### src/rtl/neuron_mac_pkg.sv
// rtl/neuron_mac_pkg.sv - shared types and sizing helpers for the neuron multiply-accumulate
// FSM states, accumulator/product widths and the Q-format consistency check.
package neuron_mac_pkg;

  typedef enum logic [1:0] {
    ACC   = 2'd0,
    DRAIN = 2'd1,
    ROUND = 2'd2,
    DONE  = 2'd3
  } mac_state_e;

  function automatic int prod_width(input int width);
    return 2 * width;
  endfunction

  // Headroom of clog2(terms) bits means a full vector can never overflow the accumulator.
  function automatic int acc_width(input int width, input int n_taps, input int lanes);
    return 2 * width + $clog2(n_taps * lanes);
  endfunction

  function automatic bit q_format_ok(input int width, input int int_bits, input int frac_bits);
    return (int_bits + frac_bits) == width;
  endfunction

endpackage

### src/rtl/neuron_mac_mul.sv
// rtl/neuron_mac_mul.sv - one lane's registered full-precision signed multiplier
// The product register is the P stage; it only loads on an accepted beat.
module neuron_mac_mul
  import neuron_mac_pkg::*;
#(
  parameter int WIDTH = 32
) (
  input  logic                         clk,
  input  logic                         rst_n,
  input  logic                         en,
  input  logic [WIDTH-1:0]             w,
  input  logic [WIDTH-1:0]             x,
  output logic [prod_width(WIDTH)-1:0] p
);

  localparam int PW = prod_width(WIDTH);

  logic signed [PW-1:0] w_ext;
  logic signed [PW-1:0] x_ext;
  logic signed [PW-1:0] prod;

  // Both operands are widened first so the low PW bits carry the exact signed product.
  always_comb begin
    w_ext = {{WIDTH{w[WIDTH-1]}}, w};
    x_ext = {{WIDTH{x[WIDTH-1]}}, x};
    prod  = w_ext * x_ext;
  end

  always_ff @(posedge clk or negedge rst_n) begin
    if (!rst_n) begin
      p <= '0;
    end else if (en) begin
      p <= prod;
    end
  end

endmodule

### src/rtl/neuron_mac_seq.sv
// rtl/neuron_mac_seq.sv - streamed multi-lane dot product with Q-format rescale and range limiting
// Define NEURON_MAC_SAT_EN to saturate out-of-range results; otherwise they wrap.
module neuron_mac_seq
  import neuron_mac_pkg::*;
#(
  parameter int N_TAPS    = 8,
  parameter int LANES     = 1,
  parameter int WIDTH     = 32,
  parameter int INT_BITS  = 12,
  parameter int FRAC_BITS = 20
) (
  input  logic                           clk,
  input  logic                           rst_n,
  input  logic                           in_valid,
  output logic                           in_ready,
  input  logic [LANES*WIDTH-1:0]         w_in,
  input  logic [LANES*WIDTH-1:0]         x_in,
  input  logic                           in_last,
  output logic                           out_valid,
  input  logic                           out_ready,
  output logic [WIDTH-1:0]               sum,
  output logic                           ovf,
  output logic [$clog2(N_TAPS+1)-1:0]    beats
);

  localparam int PW    = prod_width(WIDTH);
  localparam int ACC_W = acc_width(WIDTH, N_TAPS, LANES);
  localparam int BW    = $clog2(N_TAPS + 1);

  if (!q_format_ok(WIDTH, INT_BITS, FRAC_BITS)) begin : g_qfmt_err
    $error("neuron_mac_seq: INT_BITS + FRAC_BITS must equal WIDTH");
  end

  mac_state_e state_q, state_d;

  logic [LANES-1:0][PW-1:0] prod;
  logic                     p_valid_q;
  logic [ACC_W-1:0]         acc_q;
  logic [ACC_W-1:0]         lane_sum;
  logic [BW-1:0]            cnt_q;
  logic                     accept;
  logic                     term;
  logic                     release_out;

  logic signed [ACC_W-1:0]  shifted;
  logic [ACC_W-WIDTH:0]     hi_bits;
  logic                     ovf_c;
  logic [WIDTH-1:0]         res_c;

  for (genvar i = 0; i < LANES; i++) begin : g_lane
    neuron_mac_mul #(.WIDTH(WIDTH)) u_mul (
      .clk  (clk),
      .rst_n(rst_n),
      .en   (accept),
      .w    (w_in[i*WIDTH +: WIDTH]),
      .x    (x_in[i*WIDTH +: WIDTH]),
      .p    (prod[i])
    );
  end

  always_comb begin
    in_ready    = (state_q == ACC);
    out_valid   = (state_q == DONE);
    accept      = in_valid && in_ready;
    term        = accept && (in_last || (cnt_q == BW'(N_TAPS - 1)));
    release_out = (state_q == DONE) && out_ready;
  end

  always_comb begin
    state_d = state_q;
    case (state_q)
      ACC:     if (term) state_d = DRAIN;
      DRAIN:   state_d = ROUND;
      ROUND:   state_d = DONE;
      DONE:    if (out_ready) state_d = ACC;
      default: state_d = ACC;
    endcase
  end

  always_ff @(posedge clk or negedge rst_n) begin
    if (!rst_n) begin
      state_q <= ACC;
    end else begin
      state_q <= state_d;
    end
  end

  always_comb begin
    lane_sum = '0;
    for (int i = 0; i < LANES; i++) begin
      lane_sum = lane_sum + {{(ACC_W-PW){prod[i][PW-1]}}, prod[i]};
    end
  end

  // In range only when every bit from the result sign upward is a copy of it.
  always_comb begin
    shifted = $signed(acc_q) >>> FRAC_BITS;
    hi_bits = shifted[ACC_W-1:WIDTH-1];
    ovf_c   = !((&hi_bits) || !(|hi_bits));
`ifdef NEURON_MAC_SAT_EN
    if (ovf_c) begin
      res_c = hi_bits[ACC_W-WIDTH] ? {1'b1, {(WIDTH-1){1'b0}}} : {1'b0, {(WIDTH-1){1'b1}}};
    end else begin
      res_c = shifted[WIDTH-1:0];
    end
`else
    res_c = shifted[WIDTH-1:0];
`endif
  end

  always_ff @(posedge clk or negedge rst_n) begin
    if (!rst_n) begin
      p_valid_q <= 1'b0;
      acc_q     <= '0;
      cnt_q     <= '0;
      sum       <= '0;
      ovf       <= 1'b0;
      beats     <= '0;
    end else begin
      p_valid_q <= accept;
      if (release_out) begin
        acc_q <= '0;
        cnt_q <= '0;
      end else begin
        if (p_valid_q) acc_q <= acc_q + lane_sum;
        if (accept)    cnt_q <= cnt_q + 1'b1;
      end
      if (state_q == ROUND) begin
        sum   <= res_c;
        ovf   <= ovf_c;
        beats <= cnt_q;
      end
    end
  end

endmodule

### config.mk
export PLATFORM = sky130hd
export DESIGN_NAME = neuron_mac_seq
export DESIGN_NICKNAME = d
export VERILOG_FILES = /design/src/rtl/neuron_mac_pkg.sv /design/src/rtl/neuron_mac_mul.sv /design/src/rtl/neuron_mac_seq.sv
export SDC_FILE = /design/constraint.sdc
export NUM_CORES = 2
export LEC_CHECK = 0
export ABC_CLOCK_PERIOD_IN_PS = 5700
export CORE_AREA = 2 2 326 328
export DETAILED_ROUTE_END_ITERATION = 6
export DIE_AREA = 0 0 328 330
export PLACE_DENSITY = 0.71
export SKIP_CTS_REPAIR_TIMING = 1
export SLEW_MARGIN = 10
export SYNTH_ARGS = -nofsm -noshare
export SYNTH_HDL_FRONTEND = slang
export SYNTH_SLANG_ARGS = --single-unit
### constraint.sdc
create_clock -name clk -period 5.7 [get_ports clk]
set_input_delay 1.14 -clock clk [delete_from_list [all_inputs] [get_ports clk]]
set_output_delay 1.14 -clock clk [all_outputs]
set_load 0.01 [all_outputs]
==> impl_metrics.yaml <==
status:
  status: "finished with violations"
  violations: "negative setup slack"
worst_setup_path:
  critPathMostFrequentCell: "fa_1"
  startpoint_type: "primary input"
  path_class: "in2reg"
  cp_slowest_cell: "fa_1"
  path_buf_inv: 5
  end_kind: "register"
  crit_cells: 25
  critical-path-max-stage-delay_ps: 690
  required_ps: 6000
  cp_max_fo: 7
  arrival_ps: 8610
  cp_top_family: "adder cells"
  rr_worst_depth: 11
placement:
  portBuffers: 107
  hpwl_mm: 103.6
  dp_cells: 6770
  placed_cell_area_um2: 53490
  place_congestion: 0.9659
routing:
  wl_per_cell_um: 20.69
  drtAntennaViolNets: 0
  routed_wl_mm: 144.9
  drt_iter0_markers: 3001
  post-route-drc-count: 0
  avgViaCountPerCell: 5.401
  dr.pass1.iters: 5
  vias: 37830
yosys:
  synth-seq-cells: 175
  avgSynthCellArea_um2: 9.272
  synthesis.area_um2: 46740
  yosysMostFrequentCell: "fa_1"
  synth_common_cells: "1083 x fa_1, 1034 x inv_1, 650 x nand2_1"
  synth_edf_count: 0
  ys_warn_count: 0
  synth_top_area_cell: "fa_1"
  yosys-top-cells-area: "fa_1 46%, dfrtp_1 9.4%, inv_1 8.3%"
  syn_inst: 5041
  synth_top_cell_area_share_pct: 46.38
  synthFlopType: "dfrtp_1"
  synth_async_sr_flop_share_pct: 100.0
  syn-num-nets: 6447
  ys_types: 75
  yosysSeqAreaShare_pct: 9.369
grt:
  grt_util_met1_pct: 29.70
  grt_busiest_layer: "met2"
  grt_max_degree: 107
  grt_pass1_wl_mm: 197.8
  grtUsageTotal_pct: 22.78
  antenna_found_initial: 9
  overflow: 0
  use_met3_pct: 1.820
  met2_usage_pct: 40.20
  grt_pass1_vias: 38140
clock_network:
  cts_sinks: 175
  cts_tree: "yes"
  clk_path_buf_depth: 2
  cts_made_buffers: 17
  clkLatencyLatePin_ps: 450
  root_buffer: "clkbuf_16"
  h-tree-depth: 4
  clkTransAtPathRegs_ps: 70
timing:
  finalMaxSlewViolations: 0
  rsz0062_at_grt: "true"
  setup_viol: 55
  tightest_slew_ps: 1046
  setup_slack_ps: -2607
  period_share_pct: 145.7
  hold_viol_final: 0
  relSlewSlack_pct: 30.29
  final.setup_skew_ps: 8.641
  final.min_clock_period_ps: 8307
  max_freq_ghz: 0.1204
floorplanning:
  die_y_um: 330
  die_x_um: 328
  rows: 119
  start_util_pct: 44.66
  io_pins: 108
  dieArea_um2: 108200
  coreArea_um2: 104700
layout:
  fin_area_um2: 58890
  final_nets: 6999
  fillerInstances: 8637
  syn_to_final_growth_pct: 25.99
  final_cells: 7004
  drive_above_1_share_pct: 21.66
min_path:
  whs_path_depth: 2
  min_path_type: "reg2reg"
run:
  cap_violations: 0
[registers in the layout, summed over array words and instances, names as in the netlist]
name,count
ovf,1
p_valid_q,1
g_lane.u_mul.p,64
beats,4
state_q,2
acc_q,67
sum,32
cnt_q,4
[final timing paths]
kind,end,slack [ps],from
max,g_lane[0].u_mul.p[63],-2610,x_in[9]
min,g_lane[0].u_mul.p[12],490,g_lane[0].u_mul.p[12]
max reg2reg,acc_q[63],1920,acc_q[1]
min reg2reg,g_lane[0].u_mul.p[12],490,g_lane[0].u_mul.p[12]
max in group asynchronous,p_valid_q,3940,rst_n
min in group asynchronous,beats[1],670,rst_n
[stage by stage]
stage | hold WS [ps] | TNS (ps) | setup WS (ps) | utilization [%]
after floorplan | 442.8 | -78670 | -2703 | -
after global placement | 465.5 | -137860 | -3139 | 51.11
after detailed placement | 476.5 | -142330 | -3288 | 51.11
after CTS | 492.0 | -116240 | -2811 | 51.66
after global routing | 521.8 | -105390 | -2719 | 56.25
final | 491.5 | -97770 | -2607 | 56.26
[layout make-up]
class	instances	area, um2	share of cell area, %
inverter	1034	3891	6.608
sequential	175	4380	7.438
timing repair buffer	784	8755	14.87
tap	1391	1740	2.955
clock buffer	19	442.9	0.7521
multi-input combinational	3581	39530	67.12
antenna	7	17.52	0.02974
clock inverter	13	137.6	0.2337
[placed cells by master (no fill, tap or decap), types with 31 or more instances in the layout]
cell type and count:
a21o_1 62, buf_6 105, buf_12 95, fa_2 94
and2_4 42, ha_1 203, inv_2 47, and2_1 480
nand2_1 621, o21ai_1 36, xnor2_1 61, xor2_1 34
clkbuf_16 78, clkdlybuf4s50_1 42, a21oi_1 123, ha_4 47
dfrtp_1 174, nor2_1 134, inv_1 984, o21bai_1 31
o21ai_0 95, mux2_2 37, mux2i_1 42, fa_1 989
buf_4 430
[tightest hold or removal path, stage by stage (launching register included)]
cell and delay, ps:
dfrtp_1 350, nand2_1 50, o21ai_0 60
[kinds of logic after synthesis]
| kind of cell | count (synthesis) | synth area share [%] |
|---|---|---|
| AND/OR/NAND/NOR | 1499 | 15.70 |
| adder cells (fa/ha/maj) | 1337 | 53.18 |
| buffers and inverters | 1285 | 10.32 |
| AO/OA/AOI/OAI | 550 | 7.460 |
| flip-flops | 175 | 9.369 |
| XOR/XNOR | 116 | 2.174 |
| multiplexers | 79 | 1.791 |
[metal layers]
metal  vias up  wire length, um
met3       461            13150
met1     19310            54560
met2      1695            69260
li1      16360                -
met5         -                8
met4         2             7898
Power is left out: the tool's default activity adds up to more than one toggle a clock period on the data nets, which glitch-free logic cannot reach.
